`config.mk`:
```
export PLATFORM = sky130hd
export DESIGN_NAME = flash_read_bridge
export DESIGN_NICKNAME = d
export VERILOG_FILES = /design/src/rtl/flash_read_bridge.sv
export SDC_FILE = /design/constraint.sdc
export NUM_CORES = 1
export LEC_CHECK = 0
export BUFFER_PORTS_ARGS = -buffer_cell sky130_fd_sc_hd__buf_4
export CAP_MARGIN = 25
export CORE_MARGIN = 5
export CORE_UTILIZATION = 35
export CTS_BUF_LIST = sky130_fd_sc_hd__clkbuf_16
export DETAILED_ROUTE_END_ITERATION = 16
export MAX_ROUTING_LAYER = met4
export PLACE_DENSITY_LB_ADDON = 0.05
export REMOVE_ABC_BUFFERS = 1
export SYNTH_ARGS = -nofsm -noshare
export SYNTH_HDL_FRONTEND = slang
export SYNTH_SLANG_ARGS = --single-unit
```
`constraint.sdc`:
```
create_clock -name clock -period 3.9 [get_ports clock]
set_input_delay 0.39 -clock clock [delete_from_list [all_inputs] [get_ports clock]]
set_output_delay 0.39 -clock clock [all_outputs]
set_load 0.005 [all_outputs]
```
`src/rtl/flash_read_bridge.sv`:
```
// Single-outstanding read bridge that turns byte/half/word/dword requests into 8-byte flash reads.
// Optional one-line read buffer enabled by defining FLASH_READ_BRIDGE_LINEBUF_EN.
module flash_read_bridge #(
    parameter int unsigned FLASH_BYTES = 32'd4194304
) (
    input  logic        clock,
    input  logic        reset_n,
    input  logic        req_valid,
    output logic        req_ready,
    input  logic [31:0] req_addr,
    input  logic [1:0]  req_size,
    output logic        resp_valid,
    input  logic        resp_ready,
    output logic [63:0] resp_data,
    output logic        resp_err,
    output logic        flash_r_en,
    output logic [31:0] flash_r_addr,
    input  logic [63:0] flash_r_data
);

    typedef enum logic [1:0] {StIdle, StIssue, StWait, StResp} state_e;

    state_e      state_q, state_d;
    logic        resp_valid_q, resp_valid_d;
    logic        resp_err_q, resp_err_d;
    logic [63:0] resp_data_q, resp_data_d;
    logic        flash_r_en_q, flash_r_en_d;
    logic [31:0] flash_r_addr_q, flash_r_addr_d;
    logic [2:0]  off_q, off_d;
    logic [1:0]  size_q, size_d;

    logic        misaligned;
    logic        out_of_range;
    logic        req_err;
    logic [32:0] end_addr;
    logic        line_hit;

    // Shift the requested bytes down to bit 0 and zero everything above the access width.
    function automatic logic [63:0] extract(input logic [63:0] w, input logic [2:0] off,
                                            input logic [1:0] sz);
        logic [63:0] s;
        logic [63:0] r;
        s = w >> {off, 3'b000};
        r = 64'd0;
        case (sz)
            2'd0:    r = {56'd0, s[7:0]};
            2'd1:    r = {48'd0, s[15:0]};
            2'd2:    r = {32'd0, s[31:0]};
            default: r = s;
        endcase
        return r;
    endfunction

    always_comb begin
        misaligned = 1'b0;
        case (req_size)
            2'd0:    misaligned = 1'b0;
            2'd1:    misaligned = req_addr[0];
            2'd2:    misaligned = |req_addr[1:0];
            default: misaligned = |req_addr[2:0];
        endcase
    end

    assign end_addr     = {1'b0, req_addr} + (33'd1 << req_size);
    assign out_of_range = end_addr > 33'(FLASH_BYTES);
    assign req_err      = misaligned | out_of_range;

`ifdef FLASH_READ_BRIDGE_LINEBUF_EN
    logic        line_valid_q, line_valid_d;
    logic [28:0] line_tag_q, line_tag_d;
    logic [63:0] line_data_q, line_data_d;

    assign line_hit = line_valid_q && (line_tag_q == req_addr[31:3]);

    always_comb begin
        line_valid_d = line_valid_q;
        line_tag_d   = line_tag_q;
        line_data_d  = line_data_q;
        // flash_r_addr_q still carries the tag of the word being captured.
        if (state_q == StWait) begin
            line_valid_d = 1'b1;
            line_tag_d   = flash_r_addr_q[31:3];
            line_data_d  = flash_r_data;
        end
    end

    always_ff @(posedge clock or negedge reset_n) begin
        if (!reset_n) begin
            line_valid_q <= 1'b0;
            line_tag_q   <= 29'd0;
            line_data_q  <= 64'd0;
        end else begin
            line_valid_q <= line_valid_d;
            line_tag_q   <= line_tag_d;
            line_data_q  <= line_data_d;
        end
    end
`else
    assign line_hit = 1'b0;
`endif

    always_comb begin
        state_d        = state_q;
        resp_valid_d   = resp_valid_q;
        resp_err_d     = resp_err_q;
        resp_data_d    = resp_data_q;
        flash_r_en_d   = 1'b0;
        flash_r_addr_d = flash_r_addr_q;
        off_d          = off_q;
        size_d         = size_q;

        case (state_q)
            StIdle: begin
                if (req_valid) begin
                    if (req_err) begin
                        state_d      = StResp;
                        resp_valid_d = 1'b1;
                        resp_err_d   = 1'b1;
                        resp_data_d  = 64'd0;
                    end else if (line_hit) begin
                        state_d      = StResp;
                        resp_valid_d = 1'b1;
                        resp_err_d   = 1'b0;
`ifdef FLASH_READ_BRIDGE_LINEBUF_EN
                        resp_data_d  = extract(line_data_q, req_addr[2:0], req_size);
`endif
                    end else begin
                        state_d        = StIssue;
                        flash_r_en_d   = 1'b1;
                        flash_r_addr_d = {req_addr[31:3], 3'b000};
                        off_d          = req_addr[2:0];
                        size_d         = req_size;
                    end
                end
            end
            StIssue: begin
                state_d = StWait;
            end
            StWait: begin
                state_d      = StResp;
                resp_valid_d = 1'b1;
                resp_err_d   = 1'b0;
                resp_data_d  = extract(flash_r_data, off_q, size_q);
            end
            default: begin
                if (resp_ready) begin
                    state_d      = StIdle;
                    resp_valid_d = 1'b0;
                    resp_err_d   = 1'b0;
                    resp_data_d  = 64'd0;
                end
            end
        endcase
    end

    always_ff @(posedge clock or negedge reset_n) begin
        if (!reset_n) begin
            state_q        <= StIdle;
            resp_valid_q   <= 1'b0;
            resp_err_q     <= 1'b0;
            resp_data_q    <= 64'd0;
            flash_r_en_q   <= 1'b0;
            flash_r_addr_q <= 32'd0;
            off_q          <= 3'd0;
            size_q         <= 2'd0;
        end else begin
            state_q        <= state_d;
            resp_valid_q   <= resp_valid_d;
            resp_err_q     <= resp_err_d;
            resp_data_q    <= resp_data_d;
            flash_r_en_q   <= flash_r_en_d;
            flash_r_addr_q <= flash_r_addr_d;
            off_q          <= off_d;
            size_q         <= size_d;
        end
    end

    // Ready is gated by reset so it reads 0 for the whole time reset is held.
    assign req_ready    = (state_q == StIdle) && reset_n;
    assign resp_valid   = resp_valid_q;
    assign resp_err     = resp_err_q;
    assign resp_data    = resp_data_q;
    assign flash_r_en   = flash_r_en_q;
    assign flash_r_addr = flash_r_addr_q;

endmodule

```
# --- After elaboration in Yosys (flattened, before gate mapping) ---
# Index checks and enable logic that the tools add are counted.
word_totals:
  wordCells: 52
  input_bits: 102
  output_inout_bits: 100
  ff_bits: 103
op_classes:
  n_eq_ne: 8
  shift: 2
  n_mux: 18
  order_cmp: 1
  reduce_logical: 11
  addsub: 1
  bitwise: 3
op_table:
  columns: ["cell", "n"]
  rows:
  - ["one-hot mux 64 bit (3 select lines)", 2]
  - ["two-way mux 64 bit", 3]
  - ["right shift 64 x 6 -> 64 bit", 1]
  - ["adder 32 x 33 -> 33 bit", 1]
  - ["> comparator 33 x 23 -> 1 bit (second input constant)", 1]
  - ["<< shifter 1 x 2 -> 33 bit (first input constant)", 1]
  - ["one-hot mux 1 bit (3 select lines)", 3]
  - ["equality test 2 x 1 -> 1 bit (second input constant)", 3]
  - ["equality test 2 bit (second input constant)", 3]
  - ["logical NOT 2 bit", 3]
  - ["two-way mux 1 bit", 6]
  - ["two-way mux 2 bit", 3]
  - ["one-hot mux 2 bit (3 select lines)", 1]
  - ["inequality test 2 bit (second input constant)", 2]
  - ["AND reduction 4 bit", 1]
  - ["nonzero test 4 bit", 1]
  - ["AND reduction 3 bit", 1]
  - ["nonzero test 3 bit", 1]
  - ["OR reduction 3 bit", 1]
  - ["NOT 1 bit", 2]
  - ["AND reduction 2 bit", 1]
  - ["OR reduction 2 bit", 1]
  - ["logical AND 1 bit", 1]
  - ["OR 1 bit", 1]

# --- Logic depth before layout (Yosys ltp) ---
# Gate-level depths: netlist (run 1).
depth:
  depth_word: 7
  ltp_mapped: 15
  ltp_nobuf: 12

# --- Worst setup path before layout (run 1) ---
# No wires, ideal clock.
synth_path:
  path_kind: "input-to-reg"
  from: "in req_size[1]"
  to: "reg resp_data_q[48], in the netlist resp_data[48]"
  required_time_ns: 3.772
  arrival_ns: 3.352
  setup_ns: 0.128
  path_buffers: 3
  path_slack_ns: 0.421
  cell_stages: 15
  cell_sequence: "nor2_1 -> ha_1 -> inv_1 -> fa_1 -> nand2b_1 -> a2111oi_4 -> buf_4 -> a31oi_1 -> nor3_1 -> nand4_1 -> o31ai_2 -> a31oi_1 -> buf_4 -> buf_6 -> mux2_1"
synth_via:
  elab_chain_cells: 6
  elab_cells_between_ends: 10
  classes_between: "1 x add/sub; 1 x order compare; 3 x eq/ne; 1 x shift; 1 x mux; 1 x bitwise; 2 x reduce/logical"
synth_rtl:
  columns: ["item", "line", "text"]
  rows:
  - ["start: declaration", "11", "input logic [1:0] req_size,"]
  - ["<< shifter 1 x 2 -> 33 bit", "64", "assign end_addr = {1'b0, req_addr} + (33'd1 << req_size);"]
  - ["adder 32 x 33 -> 33 bit", "64", null]
  - ["> comparator 33 x 23 -> 1 bit", "65", "assign out_of_range = end_addr > 33'(FLASH_BYTES);"]
  - ["OR 1 bit (*)", "66", "assign req_err = misaligned | out_of_range;"]
  - ["inequality test 2 bit (no source line) (*)", null, null]
  - ["AND reduction 4 bit (no source line) (*)", null, null]
  - ["end signal: assignment", "170", "resp_data_q <= resp_data_d;"]
  - ["end: declaration", "26", "logic [63:0] resp_data_q, resp_data_d;"]
# Mark *: on every way between the ends. The rest lies on a longest branch, timed or not.
# A chain may end at the register's enable or synchronous reset.

# --- Worst setup path in the final report (run 1) ---
layout_path:
  from: "in req_size[1]"
  to: "reg flash_r_addr_q[19], in the netlist flash_r_addr[19]"
layout_via:
  elab_chain_cells: 6
  elab_cells_between_ends: 10
  classes_between: "1 x add/sub; 1 x order compare; 2 x eq/ne; 1 x shift; 1 x mux; 2 x bitwise; 2 x reduce/logical"
layout_rtl:
  columns: ["item", "line", "text"]
  rows:
  - ["<< shifter 1 x 2 -> 33 bit", "64", null]
  - ["adder 32 x 33 -> 33 bit", "64", null]
  - ["> comparator 33 x 23 -> 1 bit", "65", null]
  - ["OR 1 bit (*)", "66", null]
  - ["NOT 1 bit (no source line) (*)", null, null]
  - ["AND reduction 3 bit (no source line) (*)", null, null]
  - ["end signal: assignment", "172", "flash_r_addr_q <= flash_r_addr_d;"]
  - ["end: declaration", "28", "logic [31:0] flash_r_addr_q, flash_r_addr_d;"]
# Marked as above.

==> flow_summary_export.csv, run 1 <==
group,metric,value,unit
grt,grt_start_max_net_pins,65,
clock_tree,ctsHoldBuffers,0,
timing,hold_violations,0,
run,cap_violations,0,
final_layout,diodes,0,
placement,io_buffers,198,
yosys,synth.cell_area,0.00676,mm²
yosys,synth_seq_cells,103,
die,die_w,149,µm
setup_path,crit_required,4.13,ns
yosys,syn_inst,657,
placement,dp_cells,1090,
setup_path,rr_worst_depth,7,
pwr,p_sw_share,32.4,%
pwr,cellLeakagePower,4.16,nW
drt,via_per_inst,5.10,
final_layout,utilization,46.8,%
drt,drt_first_pass_iters,4,
drt,drc_errors,0,
grt,grt.total_usage,18.7,%
placement,hpwl,15200,µm
grt,first_global_vias,5875,
die,start_util,35.9,%
outcome,outcome,"finished, final reports clean",
timing,post-route-period-util,89.6,%
setup_path,worst-path-max-fanout,21,
final_layout,final_cell_count_no_fill,1106,
setup_path,start_kind,"primary input",
grt,antenna_found_initial,0,
pwr,power.density,355,mW/mm²
pwr,power.switching,0.00101,W
timing,rsz0062_at_grt,"false",
pwr,seq_power_share,37.0,%
setup_path,reg2reg_to,"resp_data[7]",
timing,slew_viol_final,0,
drt,drtAntennaViolNets,0,
clock_tree,post_cts.repair.setup_buffers,0,
timing,slew_headroom,37.0,%
placement,gp_congestion,0.850,
final_layout,postLayoutCellArea,0.00880,mm²
yosys,synthFlopType,"dfrtp_1",
clock_tree,cts-htree-levels,3,
min_path,hp-class,"in -> async",
clock_tree,cts_made_buffers,9,
pwr,comb_power_share,33.3,%
clock_tree,ctsResizeCount,0,
timing,fin_tns_setup,0,ns
grt,grt_pass1_wl,32300,µm
final_layout,drive_gt1_share,38.8,%
clock_tree,clock_path_buffers,2,
setup_path,reg2reg_from,"state_q[1]",
timing,finalClockSkew,0.00951,ns
clock_tree,clock_latency,0.35,ns
drt,num_vias,5638,
yosys,yosys_warnings,0,
final_layout,fin_nets,952,
clock_tree,cts_tree,"done",
placement,placed_cell_area,0.00851,mm²
drt,drt_iter0_markers,239,
timing,setup_viol,0,
setup_path,cp-end-kind,"flop",
clock_tree,clock_sinks,103,
yosys,async_reset_ff_share,100,%
clock_tree,clkTransAtPathRegs,0.08,ns
yosys,synth_edf_count,0,
timing,worst_pin_slew,0.943,ns
die,die_y,149,µm
setup_path,worst-r2r-setup-slack,1.36,ns
die,dieArea,0.0222,mm²
die,num_io_pins,202,
drt,routedWlPerCell,18.5,µm
timing,fin_crit,3.49,ns
setup_path,arrival,3.73,ns
yosys,synth-seq-area-share,38.2,%
pwr,clockPowerShare,29.7,%
yosys,avgSynthCellArea,10.3,µm²
grt,overflow,0,
yosys,synth.distinct_cells,63,
pwr,p_int,0.00211,W
final_layout,syn_to_final_growth,30.3,%
drt,wl,20400,µm
setup_path,crit_type,"in -> reg",
pwr,ir_worst_vdd,0.217,mV
die,core,0.0188,mm²
timing,max_freq,286,MHz
die,rows,50,
clock_tree,root_buffer,"clkbuf_16",
## registers in the layout, indices dropped and copies added, names as in the netlist
name,count
resp_data,64
flash_r_addr,29
off_q,3
size_q,2
state_q,2
flash_r_en,1
resp_err,1
resp_valid,1
## how the worst max path moves through the flow
| stage | slack, ns | to | start | cells past startpoint |
|---|---|---|---|---|
| finish | 0.41 | flash_r_addr[19] | req_size[1] | 16 |
| global placement | 0.1 | flash_r_addr[20] | req_size[1] | 16 |
| floorplan | -3.98 | resp_data[0] | req_size[1] | 12 |
| CTS | 0.38 | flash_r_addr[16] | req_size[1] | 16 |
| global route | 0.11 | flash_r_addr[16] | req_size[1] | 16 |
| detailed placement | 0.004 | flash_r_addr[16] | req_size[1] | 16 |
## per-stage QoR
| step | hold slack (ns) | total power [W] | worst slack (ns) |
|---|---|---|---|
| after CTS | 0.0932 | 0.00318 | 0.379 |
| after global routing | 0.123 | 0.00329 | 0.106 |
| after global placement | 0.458 | 0.00221 | 0.0970 |
| final | 0.0707 | 0.00312 | 0.406 |
| after floorplan | 0.0944 | 0.00184 | -3.98 |
| after detailed placement | 0.472 | 0.00223 | 0.00367 |
## worst max-delay path, cell delays in order
cell	delay, ns
buf_4	0.14
nor2_1	0.10
ha_1	0.17
inv_1	0.05
fa_1	0.39
nand2b_1	0.24
a2111oi_4	0.36
buf_4	0.24
a31oi_1	0.09
nor3_1	0.18
nand4_1	0.13
o31ai_2	0.31
buf_4	0.19
nand4_2	0.12
buf_4	0.26
mux2_1	0.34
## placed cells by master, fill, tap and decap left out, drive strengths merged, types with 4 or more instances in the layout
| cell | instances |
|---|---|
| a211oi | 19 |
| a21oi | 43 |
| and2 | 12 |
| and4 | 5 |
| buf | 214 |
| clkbuf | 9 |
| dfrtp | 103 |
| ha | 8 |
| inv | 25 |
| mux2 | 98 |
| mux2i | 50 |
| mux4 | 8 |
| nand2 | 32 |
| nand3 | 10 |
| nand4 | 10 |
| nand4b | 4 |
| nor2 | 80 |
| nor2b | 28 |
| nor3 | 5 |
| nor3b | 4 |
| o21ai | 18 |
| o22a | 9 |
| xor2 | 8 |
## synthesized netlist by cell type, types with 7 or more instances
| cell | instances | area share, % |
|---|---|---|
| a21oi_1 | 43 | 3.2 |
| mux2_2 | 45 | 7.5 |
| nand3_1 | 9 | 0.67 |
| nor2_1 | 80 | 4.4 |
| o22a_1 | 9 | 1.2 |
| dfrtp_1 | 103 | 38 |
| nor2b_1 | 28 | 2.6 |
| inv_1 | 22 | 1.2 |
| nand4_1 | 7 | 0.65 |
| ha_1 | 8 | 1.5 |
| a211oi_1 | 19 | 2.1 |
| nand2_1 | 32 | 1.8 |
| o21ai_0 | 16 | 1.2 |
| mux2i_1 | 50 | 7.4 |
| mux2_4 | 30 | 6.7 |
| mux2_1 | 23 | 3.8 |
| mux4_2 | 8 | 2.7 |
| and2_1 | 12 | 1.1 |
| xor2_1 | 8 | 1.0 |
| clkbuf_1 | 19 | 1.1 |
| buf_1 | 8 | 0.44 |
## layer usage
layer	vias to the layer above	global-route usage [%]	wire length, µm
li1	2713	-	-
met1	2738	25.0	9340
met2	170	29.9	9680
met3	17	3.43	1150
met4	0	4.12	243
met5	-	-	0
## power groups by stage
| stage | clock [W] | combinational [W] | sequential, W |
|---|---|---|---|
| after floorplan | 0 | 0.000674 | 0.00117 |
| after global placement | 0 | 0.00103 | 0.00117 |
| after detailed placement | 0 | 0.00105 | 0.00118 |
| after CTS | 0.000969 | 0.00106 | 0.00116 |
| after global routing | 0.000999 | 0.00114 | 0.00116 |
| final | 0.000929 | 0.00104 | 0.00115 |
## final cells by class
cell class	count	area (µm²)
repair buffers	214	1620
clock inverters	7	71.3
clock buffers	9	225
well taps	260	325
fillers	1822	10000
flip-flops and latches	103	2580
inverters	23	86.3
multi-input cells	490	3890
## cell families after synthesis
kind of cell / count (synthesis) / share of synthesized area [%]
simple gates: 202 / 15.4
fa+ha+maj: 9 / 1.78
other cells: 1 / 0.0555
flops: 103 / 38.2
mux: 156 / 28.1
xor+xnor: 9 / 1.17
buf+inv: 66 / 4.61
compound gates: 111 / 10.7
(Power assumes the default switching activity.)
==> run 2: changes to the inputs <==
--- a/config.mk
+++ b/config.mk
@@ -7,12 +7,14 @@
 export LEC_CHECK = 0
 export BUFFER_PORTS_ARGS = -buffer_cell sky130_fd_sc_hd__buf_4
 export CAP_MARGIN = 25
+export CELL_PAD_IN_SITES_DETAIL_PLACEMENT = 0
+export CELL_PAD_IN_SITES_GLOBAL_PLACEMENT = 1
 export CORE_MARGIN = 5
 export CORE_UTILIZATION = 35
 export CTS_BUF_LIST = sky130_fd_sc_hd__clkbuf_16
 export DETAILED_ROUTE_END_ITERATION = 16
 export MAX_ROUTING_LAYER = met4
-export PLACE_DENSITY_LB_ADDON = 0.05
+export PLACE_DENSITY_LB_ADDON = 0.1
 export REMOVE_ABC_BUFFERS = 1
 export SYNTH_ARGS = -nofsm -noshare
 export SYNTH_HDL_FRONTEND = slang
==> run 2 against run 1 <==
Via count decreased by 0.27%. Register-to-register slack got worse by 0.05 ns. Sequential share of layout area decreased by 0.091 points. Cell count unchanged. Critical path depth decreased by 1. Flip-flop and latch count unchanged. Critical path type unchanged. Critical endpoint is now resp_data[23]. Largest cell class unchanged.
==> flow_summary_export.csv, run 2 (synthesis gave the netlist of run 1 again) <==
group,metric,value,unit
timing,worst_pin_slew,0.988,ns
placement,dp_cells,1091,
pwr,ir_worst_vdd,0.196,mV
die,start_util,35.9,%
run,cap_violations,0,
setup_path,crit_required,4.13,ns
setup_path,max_stage_delay,0.41,ns
grt,grt_pass1_wl,31900,µm
setup_path,crit_type,"in -> reg",
final_layout,final_common_cell,"buf_4",
final_layout,num-fill-cells,1791,
die,core,0.0188,mm²
clock_tree,clock_sinks,103,
setup_path,cp_common_cell,"buf_4",
placement,hpwl,15400,µm
timing,post-route-period-util,90.3,%
final_layout,fin_nets,953,
timing,hold_violations,0,
clock_tree,clock_latency,0.35,ns
grt,overflow,0,
clock_tree,ctsHoldBuffers,0,
drt,via_per_inst,5.08,
setup_path,crit_buf_inv,4,
die,die_w,149,µm
setup_path,worst-path-max-fanout,25,
final_layout,drive_gt1_share,38.7,%
clock_tree,ctsResizeCount,0,
setup_path,path_delay_family,"compound AO/OA/AOI/OAI gates",
pwr,power,0.00312,W
placement,gp_congestion,0.812,
final_layout,ff_latch_area,0.00258,mm²
final_layout,multi_input_area,0.00389,mm²
die,dieArea,0.0222,mm²
timing,slew_headroom,33.7,%
drt,num_vias,5623,
outcome,outcome,"finished, final reports clean",
clock_tree,post_cts.repair.setup_buffers,0,
die,rows,50,
drt,routedWlPerCell,18.5,µm
final_layout,diodes,0,
placement,io_buffers,198,
drt,drc_errors,0,
pwr,cellLeakagePower,4.17,nW
drt,drt_first_pass_iters,5,
timing,finalClockSkew,0.00785,ns
clock_tree,cts-htree-levels,3,
timing,fin_crit,3.52,ns
setup_path,arrival,3.75,ns
drt,drt_iter0_markers,289,
die,num_io_pins,202,
timing,max_freq,284,MHz
die,die_y,149,µm
grt,grt_start_max_net_pins,75,
setup_path,cp-end-kind,"flop",
clock_tree,cts_made_buffers,9,
clock_tree,cts_tree,"done",
drt,drtAntennaViolNets,0,
pwr,power.density,354,mW/mm²
setup_path,critical_path.slowest_cell,"a2111oi_1",
setup_path,path_cells,"buf_4 > nor2_1 > ha_1 > inv_1 > fa_1 > nand2b_1 > a2111oi_4 > mux2i_1 > a2111oi_1 > nand4_1 > o31ai_2 > buf_4 > a31oi_4 > buf_12 > mux2_1",
drt,wl,20500,µm
timing,setup_viol,0,
final_layout,syn_to_final_growth,30.7,%
clock_tree,clkTransAtPathRegs,0.07,ns
grt,antenna_found_initial,0,
timing,slew_viol_final,0,
final_layout,final_cell_count_no_fill,1106,
final_layout,largest_reg_flops,64,
setup_path,start_kind,"primary input",
timing,rsz0062_at_grt,"false",
clock_tree,clock_path_buffers,2,
final_layout,final_cell_mix,"buf_4, dfrtp_1, nor2_1",
min_path,hp-class,"in -> async",
grt,first_global_vias,5808,
clock_tree,root_buffer,"clkbuf_16",
grt,grt.total_usage,18.8,%
## run 2: cell types whose count changed in the layout (fill, tap and decap cells not counted), sizes merged
| cell | delta |
|---|---|
| clkinv | +1 |
| buf | +1 |
| inv | -2 |
## run 2: stage by stage
stage                     hold WS [ns]  setup TNS, ns  area [µm²]  worst slack (ns)  util (%)
final                           0.0532              0        8830             0.380      46.9
after CTS                       0.0726              0        8830             0.383      46.9
after global routing            0.0994              0        8830             0.158      46.9
after global placement           0.444              0        8550            0.0296      45.4
after floorplan                 0.0944        -253.68        6540             -3.98         -
after detailed placement         0.454              0        8550            0.0250      45.4
## run 2: final cells by class
class	instances	area share (%)
well taps	260	3.68
flip-flops and latches	103	29.3
clock buffers	9	2.55
multi-input cells	490	44.1
clock inverters	6	0.609
repair buffers	215	18.8
inverters	23	0.977
## run 2: per-layer routing
metal  vias up  part of all wire [%]  track usage (%)
li1       2724                     -                -
met3        23                   5.3             3.10
met1      2712                    46             25.8
met4         0                   1.6             5.45
met2       164                    47             29.0
met5         -                     0                -
## run 2: worst paths after layout
kind                                        from          endpoint  slack [ns]  depth (start not counted)
worst min-delay path                     reset_n     resp_data[34]        0.05                          1
worst max-delay path                 req_size[1]     resp_data[23]        0.38                         15
min in group clock                  req_addr[20]  flash_r_addr[20]        0.28                          2
max in group asynchronous                reset_n          off_q[0]        2.56                          2
worst max register to register          off_q[1]     resp_data[24]        1.31                          7
worst min register to register  flash_r_addr[30]  flash_r_addr[30]        0.49                          1
## run 2: power breakdown
group	switching [W]	internal (W)
combinational	0.000559	0.000527
sequential	0.0000346	0.00112
clock	0.000398	0.000487
total	0.000992	0.00213
==> run 3: changes to the inputs <==
--- a/config.mk
+++ b/config.mk
@@ -13,6 +13,7 @@
 export CORE_UTILIZATION = 35
 export CTS_BUF_LIST = sky130_fd_sc_hd__clkbuf_16
 export DETAILED_ROUTE_END_ITERATION = 16
+export GPL_TIMING_DRIVEN = 0
 export MAX_ROUTING_LAYER = met4
 export PLACE_DENSITY_LB_ADDON = 0.1
 export REMOVE_ABC_BUFFERS = 1
==> constraint.sdc (replaced) <==
create_clock -name clock -period 3.58 [get_ports clock]
set_input_delay 0.358 -clock clock [delete_from_list [all_inputs] [get_ports clock]]
set_output_delay 0.358 -clock clock [all_outputs]
set_load 0.005 [all_outputs]
==> run 3 against run 2 <==
Cell count rose by 0.36%. Global-route usage rose by 0.40 points. Non-clock buffer count rose by 4. Final area rose by 2.5%. Critical path depth fell by 1. Critical path type unchanged. Highest routed layer unchanged.
==> flow_summary_export.csv, run 3 (synthesis gave the netlist of run 1 again) <==
group,metric,value,unit
pwr,cellLeakagePower,4.25,nW
min_path,hp-class,"in -> reg",
setup_path,critPathCapture,"resp_data[28]",
clock_tree,root_buffer,"clkbuf_16",
pwr,power.density,409,mW/mm²
pwr,power,0.00370,W
grt,antenna_found_initial,0,
die,die_y,149,µm
timing,finalClockSkew,0.00840,ns
clock_tree,cts_tree,"done",
timing,worst_pin_slew,1.03,ns
clock_tree,clock_path_buffers,2,
drt,via_per_inst,5.16,
outcome,outcome,"finished, final reports clean",
grt,grt_pass1_wl,32800,µm
setup_path,arrival,3.62,ns
drt,drc_errors,0,
final_layout,final_common_cell,"buf_4",
pwr,ir_worst_vdd,0.260,mV
timing,slew_headroom,30.9,%
final_layout,syn_to_final_growth,34.0,%
clock_tree,clkTransAtPathRegs,0.07,ns
timing,slew_viol_final,0,
final_layout,drive_gt1_share,40.0,%
placement,hpwl,14800,µm
setup_path,worst-r2r-setup-slack,0.25,ns
final_layout,final_cell_mix,"buf_4, dfrtp_1, nor2_1",
final_layout,fin_nets,958,
timing,hold_violations,0,
grt,overflow,0,
die,num_io_pins,202,
die,rows,50,
run,cap_violations,0,
grt,grt_start_max_net_pins,85,
setup_path,reg2reg_from,"off_q[2]",
timing,post-route-period-util,94.6,%
timing,max_freq,295,MHz
drt,drtAntennaViolNets,0,
setup_path,crit_type,"in -> reg",
setup_path,rr_worst_depth,6,
placement,io_buffers,198,
grt,grt.total_usage,19.2,%
setup_path,worst-path-max-fanout,20,
final_layout,utilization,48.1,%
drt,drt_first_pass_iters,5,
drt,num_vias,5728,
setup_path,startpoint,"req_size[1]",
setup_path,reg2reg_to,"resp_data[56]",
setup_path,start_kind,"primary input",
timing,rsz0062_at_grt,"false",
die,dieArea,0.0222,mm²
clock_tree,cts_made_buffers,9,
drt,wl,20900,µm
final_layout,largest_reg_flops,64,
setup_path,cp-end-kind,"flop",
clock_tree,clock_latency,0.35,ns
die,die_w,149,µm
die,core,0.0188,mm²
drt,routedWlPerCell,18.9,µm
setup_path,crit_required,3.81,ns
timing,setup_viol,0,
grt,first_global_vias,5845,
drt,drt_iter0_markers,205,
timing,whs,0.251,ns
die,start_util,35.9,%
timing,fin_crit,3.39,ns
final_layout,diodes,0,
clock_tree,cts-htree-levels,3,
clock_tree,clock_sinks,103,
placement,gp_congestion,0.812,
-- run 3: final cells by class --
class	count	area, µm²
tap	260	325
timing repair buffer	219	1790
fill	1778	9780
clock inverter	5	76.3
clock buffer	9	225
sequential	103	2580
multi-input combinational	491	3970
inverter	23	86.3
-- run 3: worst max-delay path, stage by stage --
cell	delay (ns)
buf_4	0.13
nor2_1	0.11
ha_2	0.20
inv_1	0.05
fa_2	0.51
nor3b_1	0.30
o2111ai_1	0.21
a2111oi_2	0.26
nand4_1	0.20
o31ai_4	0.39
a31oi_4	0.18
buf_12	0.21
buf_16	0.18
mux2_4	0.31
-- run 3: through the flow --
stage | std cells | instance area, µm² | setup slack (ns) | TNS (ns)
floorplan | 616 | 6540 | -4.27 | -281.75
detailed placement | 1081 | 8500 | -1.61 | -122.85
finish | 1110 | 9050 | 0.193 | 0
CTS | 1108 | 9000 | -0.0439 | -0.642
global placement | 1074 | 8350 | -6.84 | -480.52
global route | 1110 | 9050 | 0.0273 | 0
-- run 3: layer usage --
layer | global-route usage (%) | part of all wire, % | vias to the layer above
met5 | - | 0 | -
met4 | 4.76 | 1.1 | 0
met3 | 3.22 | 5.1 | 18
met2 | 29.7 | 46 | 167
met1 | 26.5 | 48 | 2818
li1 | - | - | 2725
-- run 3: repair_timing --
| action | CTS | global route |
|---|---|---|
| hold buffers | 1 | 0 |
| pin swaps | 5 | 6 |
| buffers inserted | 10 | 2 |
| endpoints found under the hold margin | 34 | 0 |
| cloned | 3 | 0 |
| setup endpoints to repair | 100 | 99 |
| resized for setup | 4 | 12 |
-- run 3: where the power goes --
| part | switching, W | internal, W | leakage, nW | total (W) |
|---|---|---|---|---|
| sequential | 0.0000379 | 0.00122 | 1.42 | 0.00126 |
| clock | 0.000434 | 0.000602 | 0.149 | 0.00104 |
| combinational | 0.000705 | 0.000704 | 2.68 | 0.00141 |
| total | 0.00118 | 0.00253 | 4.25 | 0.00370 |
-- run 3: worst min path at each step --
stage	slack, ns	cells past startpoint	to	from
2_1_floorplan	0.06	0	flash_r_addr[10]	reset_n
3_3_place_gp	0.47	1	flash_r_addr[29]	flash_r_addr[29]
3_5_place_dp	0.36	1	resp_data[57]	reset_n
4_1_cts	0.23	2	off_q[0]	req_addr[0]
5_1_grt	0.25	2	flash_r_addr[20]	req_addr[20]
6_report	0.25	2	flash_r_addr[20]	req_addr[20]
